### config.mk
export PLATFORM = sky130hd
export DESIGN_NAME = ama_riscv_reg_file
export DESIGN_NICKNAME = d
export VERILOG_FILES = /design/src/rtl/ama_riscv_defines.sv /design/src/rtl/ama_riscv_reg_file.sv
export SDC_FILE = /design/constraint.sdc
export NUM_CORES = 2
export LEC_CHECK = 0
export ABC_AREA = 1
export CELL_PAD_IN_SITES_DETAIL_PLACEMENT = 0
export CELL_PAD_IN_SITES_GLOBAL_PLACEMENT = 1
export CORE_ASPECT_RATIO = 0.8
export CORE_MARGIN = 4
export CORE_UTILIZATION = 46
export DETAILED_ROUTE_END_ITERATION = 16
export PLACE_DENSITY = 0.86
export SKIP_CTS_REPAIR_TIMING = 1
export SLEW_MARGIN = 15
export SYNTH_ARGS = -nofsm -noshare
export SYNTH_HDL_FRONTEND = slang
export SYNTH_SLANG_ARGS = --single-unit
### constraint.sdc
create_clock -name clk -period 2.6 [get_ports clk]
set_input_delay 0.26 -clock clk [delete_from_list [all_inputs] [get_ports clk]]
set_output_delay 0.26 -clock clk [all_outputs]
set_load 0.05 [all_outputs]
### src/rtl/ama_riscv_defines.sv
// Shared ama_riscv core constants: register file geometry and reset value.
// No logic; imported by every core module that needs these widths.
// No flow control; constants only.
package ama_riscv_defines;

    localparam int          REG_DATA_WIDTH = 32;
    localparam int          REG_ADDR_WIDTH = 5;
    localparam int          REG_NUM        = 32;
    localparam logic [31:0] RST_VAL        = 32'h0;

endpackage

### src/rtl/ama_riscv_reg_file.sv
// RV32I integer register file: 31 stored regs plus hardwired x0, 2 read ports, 1 write port.
// Reads are combinational (0 cycles); writes land on the next rising clk edge.
// No backpressure: a write is always accepted; no bypass from D to A/B.
module ama_riscv_reg_file
    import ama_riscv_defines::*;
#(
    parameter int DATA_W   = REG_DATA_WIDTH,
    parameter int ADDR_W   = REG_ADDR_WIDTH,
    parameter int NUM_REGS = REG_NUM
) (
    input  logic              clk,
    input  logic              rst,
    input  logic              we,
    input  logic [ADDR_W-1:0] addr_a,
    input  logic [ADDR_W-1:0] addr_b,
    input  logic [ADDR_W-1:0] addr_d,
    input  logic [DATA_W-1:0] data_d,
    output logic [DATA_W-1:0] data_a,
    output logic [DATA_W-1:0] data_b
);

    logic [DATA_W-1:0]   regs [1:NUM_REGS-1];
    logic [NUM_REGS-1:1] wr_sel;

    // x0 has no storage; the loop starts at 1 so a write to address 0 selects nothing.
    for (genvar i = 1; i < NUM_REGS; i++) begin : gen_reg
        logic [DATA_W-1:0] q;

        assign wr_sel[i] = we && (addr_d == ADDR_W'(i));

        always_ff @(posedge clk or negedge rst) begin
            if (!rst) begin
                q <= DATA_W'(RST_VAL);
            end else if (wr_sel[i]) begin
                q <= data_d;
            end
        end

        assign regs[i] = q;
    end

    // Address 0 falls through to the zero default on both ports.
    always_comb begin
        data_a = '0;
        data_b = '0;
        for (int i = 1; i < NUM_REGS; i++) begin
            if (addr_a == ADDR_W'(i)) data_a = regs[i];
            if (addr_b == ADDR_W'(i)) data_b = regs[i];
        end
    end

endmodule

# Word-level counts from Yosys, hierarchy flattened
# Cells that the tools add are included.
[op_classes] reduce_logical=31 n_eq_ne=93 mux=62
[op_table] op="two-way mux 32 bit" n=62
[op_table] op="equality test 5 bit (second input constant)" n=48
[op_table] op="equality test 5 x 4 -> 1 bit (second input constant)" n=24
[op_table] op="equality test 5 x 3 -> 1 bit (second input constant)" n=12
[op_table] op="logical AND 1 bit" n=31
[op_table] op="equality test 5 x 2 -> 1 bit (second input constant)" n=6
[op_table] op="equality test 5 x 1 -> 1 bit (second input constant)" n=3
[word_totals] regBits=992 elab_cells=217

# Logic depth before layout (Yosys ltp)
[depth] ltp_word=32 mapped_depth=24

# Worst setup path before layout
# No wires, ideal clock.
[synth_path] kind="input to output" startpoint="input addr_a[0]" endpoint="output data_a[27]" arrival_time_ps=2464 path_buffers=2 setup_slack_ps=-124 stages=22 cell_sequence="buf_4 -> inv_1 -> nor2_1 -> buf_2 -> nand3_1 -> inv_1 -> nand2_1 -> nand3_1 -> nor2_1 -> nand4_1 -> nand2_1 -> nand4_1 -> nand2_1 -> nand4_1 -> nor2_1 -> nand4_1 -> nor2_1 -> nand4_1 -> nor2_1 -> nand4_1 -> nor2_1 -> nand4_1"
[synth_via] elab_chain_cells=32 word_cells_on_any_way=62
[synth_lines] item="start, declared" line="ama_riscv_reg_file.sv:14" source="input logic [ADDR_W-1:0] addr_a,"
[synth_lines] item="equality test 5 x 1 -> 1 bit" line="ama_riscv_reg_file.sv:47" source="if (addr_a == ADDR_W'(i)) data_a = regs[i];"
[synth_lines] item="two-way mux 32 bit (30 in series)" line="ama_riscv_reg_file.sv:47"
[synth_lines] item="two-way mux 32 bit *" line="ama_riscv_reg_file.sv:47"
[synth_lines] item="end, declared" line="ama_riscv_reg_file.sv:18" source="output logic [DATA_W-1:0] data_a,"
# Every way passes the cells marked *; elsewhere a longest branch is shown, timed or not.

# Final worst setup path
[layout_path] startpoint="register gen_reg[1].q[29]" endpoint="output data_a[29]"
[layout_via] elab_chain_cells=31
[layout_lines] item="start, declared" line="ama_riscv_reg_file.sv:27" source="logic [DATA_W-1:0] q;"
[layout_lines] item="start signal, assigned" line="ama_riscv_reg_file.sv:33" source="q <= DATA_W'(RST_VAL);"
[layout_lines] item="start signal, assigned" line="ama_riscv_reg_file.sv:35" source="q <= data_d;"
[layout_lines] item="two-way mux 32 bit (31 in series)" line="ama_riscv_reg_file.sv:47"
# Every way passes these cells.

==> results_dict.tcl <==
set metrics [dict create \
    synth.cell_area_um2 51100 \
    layout.core_utilization 0.576 \
    final_routed_drc_violation_total 0 \
    vias 50600 \
    synth_xor_area_frac 0 \
    largest-register "gen.q" \
    worstPathMaxFanout 3 \
    drt_iter0_markers 6045 \
    drt-vias-per-instance 5.60 \
    crit_arrival_ns 3.76 \
    port_buffers 113 \
    core_um2 110000 \
    num_rows 109 \
    cts.sink_count 992 \
    start_kind "flop" \
    largest_register_ffs 992 \
    cts.reportedPaths.clkPinSlew_ns 0.06 \
    commonest_non_fill_non_tap_cell_in_the_layout "nand2_1" \
    clock_path_buffers 3 \
    cts-root-buf "clkbuf_16" \
    vdd_drop_max_v 0.000536 \
    synthDistinctLibCells 23 \
    cts.htree.levels 3 \
    final_layout_size_suffix_gt1_frac 0.169 \
    synth_top_family_by_area "simple AND/OR/NAND/NOR gates" \
    layout_common_cells "nand2_1 (2536), o21ai_0 (1027), dfrtp_1 (990)" \
    initial_utilization 0.463 \
    grt_overflow_total 0 \
    clock_insertion_delay_worst_skew_ns 0.72 \
    wire_length_of_the_first_global_routing_pass_um 282000 \
    fmax_ghz 0.249 \
    final-max-slew-violation-count 0 \
    die_height_um 306 \
    synth.net_count 7193 \
    layout_min_cycle_time_ns 4.02 \
    syn_inst 7143 \
    post_synth_and_or_nand_nor_area_fraction 0.329 \
    worst_slew_pin_slew_ns 0.816 \
    power.static_leakage_nw 29.3 \
    seq_area_um2 24800 \
    yosysWarningCount 0 \
    ios 114 \
    grt_start_max_net_pins 128 \
    worst-r2r-cell-count 3 \
    min_path_type "in2async" \
    rsz0062_at_grt "yes" \
    tritoncts "built" \
    layout.filler_cells 10300 \
    route.final.wire_length_um 184000 \
    largestRegisters "gen.q (992)" \
    maxCapViolCount 0 \
    share_of_the_yosys_chip_area_belonging_to_registers 0.486 \
    post_dp_cell_area_um2 58200 \
    worst_clock_skew_ns 0 \
    post_synth.cell_area_avg_um2 7.16 \
    end_kind "output port" \
    yosys_register_bits 992 \
    power.density_nw_per_um2 709 \
    areaGrowthSynthToFinish_pct 24.2 \
    globalplace.congestion 0.935 \
    finalInstanceArea_um2 63500 \
    synth_fa_ha_area_frac 0 \
    drt_first_pass_iters 6 \
    post-route-period-util 1.54 \
    synth_mux_area_frac 0 \
    dp_hpwl_um 133000 \
    critical_path_required_ns 2.34 \
    final.setup.tns_ns -58.99 \
    antenna_found_initial 3 \
    hold_viol 0 \
    post-layout-total-power_w 0.0450 \
    worst_setup_path_startpoint "gen_reg[1].q[29]" \
    final_antenna_net_count 0 \
    fp.dieW_um 381 \
    wire_per_inst_um 20.4 \
    first_global_vias 47400 \
    synth-compound-area-share 0.111 \
    worst_r2r_startpoint "gen_reg[6].q[6]" \
    finalSetupViolations 64 \
    postLayoutSetupSlackWorst_ns -1.42 \
    violations "setup timing" \
    cts-buffers-inserted 105 \
    timing_worst_setup_path_type "reg2out" \
    run_status "finished with violations" \
    final.hold.worst_slack_ns 0.122 \
    nets 7560 \
    area_occupied_by_multi_input_gates_um2 23600 \
    gr-usage-all-layers 0.309 \
    die-area_um2 117000 \
    slew_headroom 0.456 \
]
==> power by group <==
part           internal (W)  switching (W)
Sequential           0.0183        0.00219
Combinational       0.00318        0.00513
Clock               0.00956        0.00666
Total                0.0311         0.0140
==> worst paths after layout <==
check / to / slack, ns
min: gen_reg[3].q[6] / 0.12
min in group clk: gen_reg[7].q[22] / 0.47
min reg2reg: gen_reg[27].q[15] / 0.48
max in group asynchronous: gen_reg[28].q[3] / 1.34
max: data_a[29] / -1.42
max reg2reg: gen_reg[6].q[6] / 1.70
==> final cells by class <==
type,count,share of cell area
Tap cell,1443,0.0284
Multi-Input combinational cell,5156,0.371
Antenna cell,1,0.0000394
Inverter,505,0.0303
Timing Repair Buffer,750,0.121
Sequential cell,992,0.391
Clock buffer,150,0.0482
Clock inverter,41,0.00961
==> synth_stat cells <==
| cell | instances | area share |
|---|---|---|
| nor2_4 | 2 | 0.00044 |
| nand3_1 | 90 | 0.0088 |
| o2111ai_1 | 6 | 0.0010 |
| nor3_2 | 6 | 0.0012 |
| nor2_2 | 6 | 0.00073 |
| clkinv_1 | 7 | 0.00051 |
| buf_1 | 12 | 0.00088 |
| nand2_2 | 2 | 0.00024 |
| dfrtp_1 | 992 | 0.49 |
| nand4_1 | 511 | 0.063 |
| inv_2 | 7 | 0.00051 |
| nor3_1 | 28 | 0.0027 |
| or2_1 | 3 | 0.00037 |
| or2_2 | 68 | 0.0083 |
| buf_2 | 35 | 0.0034 |
| nand2_1 | 2602 | 0.19 |
| nor2_1 | 697 | 0.051 |
| clkbuf_1 | 438 | 0.032 |
| o21ai_0 | 1046 | 0.10 |
| inv_1 | 491 | 0.036 |
| buf_4 | 6 | 0.00088 |
| or2_0 | 10 | 0.0012 |
| a21oi_1 | 78 | 0.0076 |
==> cell families (layout without fill, tap and decap cells) <==
| logic type | Yosys count | count (layout) |
|---|---|---|
| AOI/OAI and AO/OA | 1130 | 1130 |
| buffers and inverters | 996 | 1446 |
| DFF | 992 | 992 |
| other | 0 | 1 |
| and+or+nand+nor | 4025 | 4026 |
==> critical path, stage by stage, from the launching register on <==
cell,delay [ns]
dfrtp_1,0.40
nand4_1,0.10
nand2_1,0.08
nor2_2,0.12
nand4_1,0.11
nor2_2,0.17
nand3_2,0.08
nand2_2,0.07
nand4_1,0.09
nor2_2,0.14
nand4_1,0.09
nor2_1,0.14
nand3_1,0.11
nor2_1,0.14
nand3_1,0.09
nand2_1,0.06
nand4_1,0.11
nor2_1,0.15
nand4_1,0.34
buf_4,0.28
buf_6,0.15
==> metal layers <==
| metal | global-route usage | share of wire |
|---|---|---|
| met2 | 0.450 | 0.42 |
| met4 | 0.0747 | 0.023 |
| met1 | 0.468 | 0.46 |
| met3 | 0.0685 | 0.097 |
| met5 | 0 | 0 |
==> through the flow <==
step / std cells / setup slack, ns
3_3_place_gp: 8802 / -1.66
4_1_cts: 8993 / -1.71
6_report: 9038 / -1.42
2_1_floorplan: 7143 / -0.0256
5_1_grt: 9037 / -1.57
3_5_place_dp: 8802 / -1.69
(Power assumes the default switching activity.)
